--- src/rtl/seg_scan_driver.sv ---
// seg_scan_driver: time-multiplexes DIGITS hex digits onto a 7-segment display.
// Active-low anodes, cathodes and decimal point. A dark gap of BLANK_CYCLES
// clocks follows every digit switch to suppress ghosting. The display value is
// captured once per full frame so a digit never tears mid-frame.
// Optional build macro: SEG_LZ_BLANK_EN (leading-zero suppression).
module seg_scan_driver #(
  parameter int unsigned DIGITS       = 4,
  parameter int unsigned BLANK_CYCLES = 16
) (
  input  logic                  clk,
  input  logic                  clr_n,
  input  logic                  seg_tick,
  input  logic [4*DIGITS-1:0]   digits,
  input  logic [DIGITS-1:0]     dp_in,
  input  logic [DIGITS-1:0]     blank_in,
  output logic [DIGITS-1:0]     an,
  output logic [6:0]            seg,
  output logic                  dp
);

  localparam int unsigned IW = $clog2(DIGITS);
  localparam int unsigned DW = 4 * DIGITS;
  localparam int unsigned CW = (BLANK_CYCLES > 1) ? $clog2(BLANK_CYCLES) : 1;

  localparam logic [CW-1:0] CNT_RELOAD = (BLANK_CYCLES == 0) ? '0 : CW'(BLANK_CYCLES - 1);
  localparam logic [IW-1:0] IDX_LAST   = IW'(DIGITS - 1);
  localparam logic [6:0]    SEG_OFF    = 7'h7F;

  typedef enum logic {
    ST_GHOST = 1'b0,
    ST_SHOW  = 1'b1
  } state_t;

  state_t            state, state_nxt;
  logic [CW-1:0]     cnt, cnt_nxt;
  logic [IW-1:0]     idx, idx_nxt;
  logic [DW-1:0]     sh_dig, sh_dig_nxt;
  logic [DIGITS-1:0] sh_dp, sh_dp_nxt;
  logic [DIGITS-1:0] sh_blank, sh_blank_nxt;
  logic [DIGITS-1:0] an_nxt;
  logic [6:0]        seg_nxt;
  logic              dp_nxt;

  logic [DIGITS-1:0] lz;
  logic [3:0]        cur_nib;
  logic [IW-1:0]     idx_inc;
  logic [DIGITS-1:0] show_an;
  logic [6:0]        show_seg;
  logic              show_dp;

  // Hex to active-low {g,f,e,d,c,b,a}
  function automatic logic [6:0] hex7(input logic [3:0] n);
    logic [6:0] s;
    case (n)
      4'h0: s = 7'h40;
      4'h1: s = 7'h79;
      4'h2: s = 7'h24;
      4'h3: s = 7'h30;
      4'h4: s = 7'h19;
      4'h5: s = 7'h12;
      4'h6: s = 7'h02;
      4'h7: s = 7'h78;
      4'h8: s = 7'h00;
      4'h9: s = 7'h10;
      4'hA: s = 7'h08;
      4'hB: s = 7'h03;
      4'hC: s = 7'h46;
      4'hD: s = 7'h21;
      4'hE: s = 7'h06;
      default: s = 7'h0E;
    endcase
    return s;
  endfunction

`ifdef SEG_LZ_BLANK_EN
  // Leading-zero mask: digit k is dark when it and every higher digit are zero (never digit 0)
  always_comb begin
    logic run;
    lz  = '0;
    run = 1'b1;
    for (int k = int'(DIGITS) - 1; k > 0; k--) begin
      run   = run & (sh_dig[4*k +: 4] == 4'h0);
      lz[k] = run;
    end
  end
`else
  // Zeros are always displayed
  assign lz = '0;
`endif

  // Display pattern for the digit currently selected by idx
  always_comb begin
    cur_nib  = sh_dig[{idx, 2'b00} +: 4];
    show_an  = ~(DIGITS'(1) << idx);
    show_seg = (sh_blank[idx] | lz[idx]) ? SEG_OFF : hex7(cur_nib);
    show_dp  = sh_blank[idx] | ~sh_dp[idx];
  end

  // Next digit index with wrap to 0
  always_comb begin
    idx_inc = (idx == IDX_LAST) ? '0 : idx + IW'(1);
  end

  // State, counter, index, shadow and output registers
  always_ff @(posedge clk or negedge clr_n) begin
    if (!clr_n) begin
      state    <= ST_GHOST;
      cnt      <= CNT_RELOAD;
      idx      <= '0;
      sh_dig   <= '0;
      sh_dp    <= '0;
      sh_blank <= '0;
      an       <= '1;
      seg      <= SEG_OFF;
      dp       <= 1'b1;
    end else begin
      state    <= state_nxt;
      cnt      <= cnt_nxt;
      idx      <= idx_nxt;
      sh_dig   <= sh_dig_nxt;
      sh_dp    <= sh_dp_nxt;
      sh_blank <= sh_blank_nxt;
      an       <= an_nxt;
      seg      <= seg_nxt;
      dp       <= dp_nxt;
    end
  end

  // Next-state and next-output logic; outputs default to dark
  always_comb begin
    state_nxt    = state;
    cnt_nxt      = cnt;
    idx_nxt      = idx;
    sh_dig_nxt   = sh_dig;
    sh_dp_nxt    = sh_dp;
    sh_blank_nxt = sh_blank;
    an_nxt       = '1;
    seg_nxt      = SEG_OFF;
    dp_nxt       = 1'b1;

    case (state)
      ST_GHOST: begin
        // Ticks are ignored here; the gap simply runs out
        if (cnt == '0) begin
          state_nxt = ST_SHOW;
          an_nxt    = show_an;
          seg_nxt   = show_seg;
          dp_nxt    = show_dp;
        end else begin
          cnt_nxt = cnt - CW'(1);
        end
      end
      ST_SHOW: begin
        if (seg_tick) begin
          state_nxt = ST_GHOST;
          cnt_nxt   = CNT_RELOAD;
          idx_nxt   = idx_inc;
          // Frame boundary: capture the new display value
          if (idx == IDX_LAST) begin
            sh_dig_nxt   = digits;
            sh_dp_nxt    = dp_in;
            sh_blank_nxt = blank_in;
          end
        end else begin
          an_nxt  = show_an;
          seg_nxt = show_seg;
          dp_nxt  = show_dp;
        end
      end
      default: begin
        state_nxt = ST_GHOST;
        cnt_nxt   = CNT_RELOAD;
      end
    endcase
  end

endmodule

--- config.mk ---
export PLATFORM = sky130hd
export DESIGN_NAME = seg_scan_driver
export DESIGN_NICKNAME = d
export VERILOG_FILES = /design/src/rtl/seg_scan_driver.sv
export SDC_FILE = /design/constraint.sdc
export NUM_CORES = 1
export LEC_CHECK = 0
export BUFFER_PORTS_ARGS = -buffer_cell sky130_fd_sc_hd__buf_2
export CORE_MARGIN = 10
export CORE_UTILIZATION = 50
export DETAILED_ROUTE_END_ITERATION = 10
export PLACE_DENSITY = 0.85
export SLEW_MARGIN = 30
export SYNTH_ARGS = -nofsm -noshare
export SYNTH_HDL_FRONTEND = slang
export SYNTH_SLANG_ARGS = --single-unit
export TNS_END_PERCENT = 20
--- constraint.sdc ---
create_clock -name clk -period 2.2 [get_ports clk]
set_input_delay 0.66 -clock clk [delete_from_list [all_inputs] [get_ports clk]]
set_output_delay 0.66 -clock clk [all_outputs]
set_load 0.1 [all_outputs]
==> flow_summary.yaml <==
global_route:
  gr-usage-all-layers: 0.112
  grt_antenna_before_repair: 0
  grt_overflow_total: 0
  grt_pass1_wl_um: 6670
  grt_max_degree: 44
  first_global_vias: 1384
setup_path:
  cp_max_fo: 5
  regToRegStartpoint: "idx[0]"
  worstRegToRegCells: 5
  reg2reg_setup_slack_ps: 270
  reg2reg_to: "seg[4]"
  cp.arrival_ps: 2160
  required_ps: 2430
  crit_path_end_kind: "flip-flop"
  crit_type: "flip-flop to flip-flop"
  cp-start-kind: "flip-flop"
logic_synthesis:
  synth.top_cells.by_count: "sky130_fd_sc_hd__dfrtp_1, sky130_fd_sc_hd__mux2_1, sky130_fd_sc_hd__dfstp_2"
  synth_fp_nets: 195
  syn-cell-area_um2: 2100
  synth-edff-count: 0
  seq_area_frac_synth: 0.522
  number_of_warnings_reported_in_the_yosys_synthesis_log: 0
  yosys.area.top_type: "sky130_fd_sc_hd__dfrtp_1"
  synth_area_per_cell_um2: 13.5
  ys_ff_latch: 43
  asyncSetResetFlopFracSynth: 1.00
  yosys-top-cells-area: "sky130_fd_sc_hd__dfrtp_1, sky130_fd_sc_hd__dfstp_2, sky130_fd_sc_hd__mux2_1"
  yosysMostFrequentCell: "sky130_fd_sc_hd__dfrtp_1"
  yosys_most_used_dff: "sky130_fd_sc_hd__dfrtp_1"
  ys_types: 37
  synth_top_area_share: 0.322
  synth_instances: 156
min_path:
  worstHoldPathType: "primary input to async pin"
clocking:
  cts_tree: "built"
  clk_path_buf_depth: 2
  clock_sinks: 43
  post_cts_resized: 0
  clk_pin_slew_ps: 80
  clock_latency_ps: 300
  cts_buffers: 5
  post_cts_hold_buffer_count: 0
  postCtsSetupRepairBufs: 0
  clock_root_buffer: "sky130_fd_sc_hd__clkbuf_8"
  cts_htree_levels: 2
cells_and_area:
  fin_nets: 237
  fin_cells: 249
  drive_above_1_share: 0.407
  diodes: 0
  area_growth_pct: 15.1
  final_area_um2: 2420
  final_util: 0.600
detailed_routing:
  detail_route.iter0.violations: 101
  route.vias.total: 1289
  ant_nets: 0
  drtPass1Iterations: 4
  wirelength_um: 3770
  post_drt_wl_per_cell_um: 15.1
  drc: 0
  vias_per_cell: 5.18
flow_run:
  count_of_maximum_capacitance_violations: 0
sta:
  slew_violations: 0
  fin_setup_tns_ps: 0
  worst_slew_margin_rel: 0.663
  layout_min_cycle_time_ps: 1930
  post-route-period-util: 0.877
  worst-slew-pin-transition_ps: 505
  setup_viol: 0
  finalHoldViolCount: 0
  max_clock_freq_mhz: 518
  fin_skew_ps: 6.21
  setup_repair_after_global_routing_missed_its_margin: "false"
floorplan:
  ioPinCount: 39
  die_height_um: 84.8
  starting_utilization_of_the_core_area: 0.521
  die_area_um2: 7190
  die_w_um: 84.8
  rows: 23
  core_area_um2: 4030
place:
  gp_congestion: 0.785
  dpl-instance-area_um2: 2340
  detailed_place_hpwl_um: 2900
  portBuffers: 38
  placed_cells_incl_taps: 241
run_status:
  status: "complete, no violations"
power_and_ir_drop:
  p_leak_nw: 1.15
  vdd_ir_drop_max_uv: 776
  powerDensity_nw_per_um2: 1580
-- routing by layer --
| metal | wire [um] | track usage | up-vias |
|---|---|---|---|
| met5 | 0 | 0 | - |
| met4 | 44 | 0.0359 | 0 |
| met3 | 233 | 0.0468 | 4 |
| met2 | 1750 | 0.172 | 33 |
| met1 | 1750 | 0.140 | 617 |
| li1 | - | - | 635 |
-- kinds of logic (layout without fill, tap and decap cells) --
kind of cell               count (synthesis)  after routing  share of synthesized area
DFF                                       43             43                      0.522
muxes                                     34             34                      0.220
and+or+nand+nor                           30             30                     0.0780
AOI/OAI and AO/OA                         19             19                     0.0596
buffers and inverters                     14             57                     0.0328
adders and majority gates                 12             12                     0.0715
xor gates and xnor gates                   4              4                     0.0167
-- flip-flops by register name, indices dropped and copies added, names as in the netlist --
register / flops
dp: 1
idx: 2
state: 1
seg: 7
sh_blank: 4
an: 4
sh_dp: 4
cnt: 4
sh_dig: 16
-- per-stage QoR --
step           hold slack [ps]  power (mW)  worst slack [ps]
3_5_place_dp               483        3.36               282
2_1_floorplan              364        3.05               359
6_report                   405        3.83               271
5_1_grt                    441        4.12               138
4_1_cts                    428        3.86               273
3_3_place_gp               474        3.30               339
-- power breakdown --
part	internal [mW]	switching (mW)	total (mW)
Clock	0.223	0.259	0.482
Sequential	1.21	0.258	1.47
Combinational	0.712	1.16	1.88
-- layout by cell type, fill, tap and decap left out, types with 2 or more instances in the layout --
| cell type | netlist | final |
|---|---|---|
| sky130_fd_sc_hd__buf_4 | 0 | 3 |
| sky130_fd_sc_hd__clkbuf_1 | 3 | 2 |
| sky130_fd_sc_hd__nor2_1 | 2 | 2 |
| sky130_fd_sc_hd__mux4_2 | 7 | 7 |
| sky130_fd_sc_hd__dfrtp_1 | 27 | 27 |
| sky130_fd_sc_hd__inv_1 | 6 | 6 |
| sky130_fd_sc_hd__nand2_1 | 12 | 12 |
| sky130_fd_sc_hd__buf_2 | 1 | 38 |
| sky130_fd_sc_hd__o21ai_1 | 3 | 3 |
| sky130_fd_sc_hd__xor2_1 | 4 | 4 |
| sky130_fd_sc_hd__or2_0 | 2 | 2 |
| sky130_fd_sc_hd__inv_2 | 2 | 2 |
| sky130_fd_sc_hd__mux2_2 | 6 | 6 |
| sky130_fd_sc_hd__o211ai_1 | 3 | 3 |
| sky130_fd_sc_hd__o21ai_0 | 3 | 3 |
| sky130_fd_sc_hd__nand3_1 | 3 | 3 |
| sky130_fd_sc_hd__a21oi_1 | 4 | 4 |
| sky130_fd_sc_hd__ha_1 | 12 | 12 |
| sky130_fd_sc_hd__clkbuf_8 | 0 | 5 |
| sky130_fd_sc_hd__dfstp_2 | 16 | 16 |
| sky130_fd_sc_hd__mux2_1 | 21 | 21 |
-- worst max-delay path: stages, from the launching register on --
cell and delay [ps]:
sky130_fd_sc_hd__dfrtp_1 480, sky130_fd_sc_hd__mux4_2 600, sky130_fd_sc_hd__ha_1 270, sky130_fd_sc_hd__mux2_1 310
sky130_fd_sc_hd__o21ai_1 120, sky130_fd_sc_hd__nand2_1 70
-- cell type report --
type | instances | area, um2
clock inverter | 1 | 5.00
timing repair buffer | 41 | 213
inverter | 8 | 30.0
sequential | 43 | 1100
tap | 50 | 62.6
clock buffer | 7 | 76.3
multi-input combinational | 99 | 936
fill | 346 | 1610
-- worst max path at each step --
stage | startpoint | to | slack [ps]
floorplan | idx[0] | seg[4] | 360
global placement | idx[0] | seg[4] | 340
detailed placement | idx[0] | seg[4] | 280
CTS | idx[0] | seg[4] | 270
global route | idx[0] | seg[4] | 140
finish | idx[0] | seg[4] | 270
No activity file was read; power rests on OpenSTA's default activity.
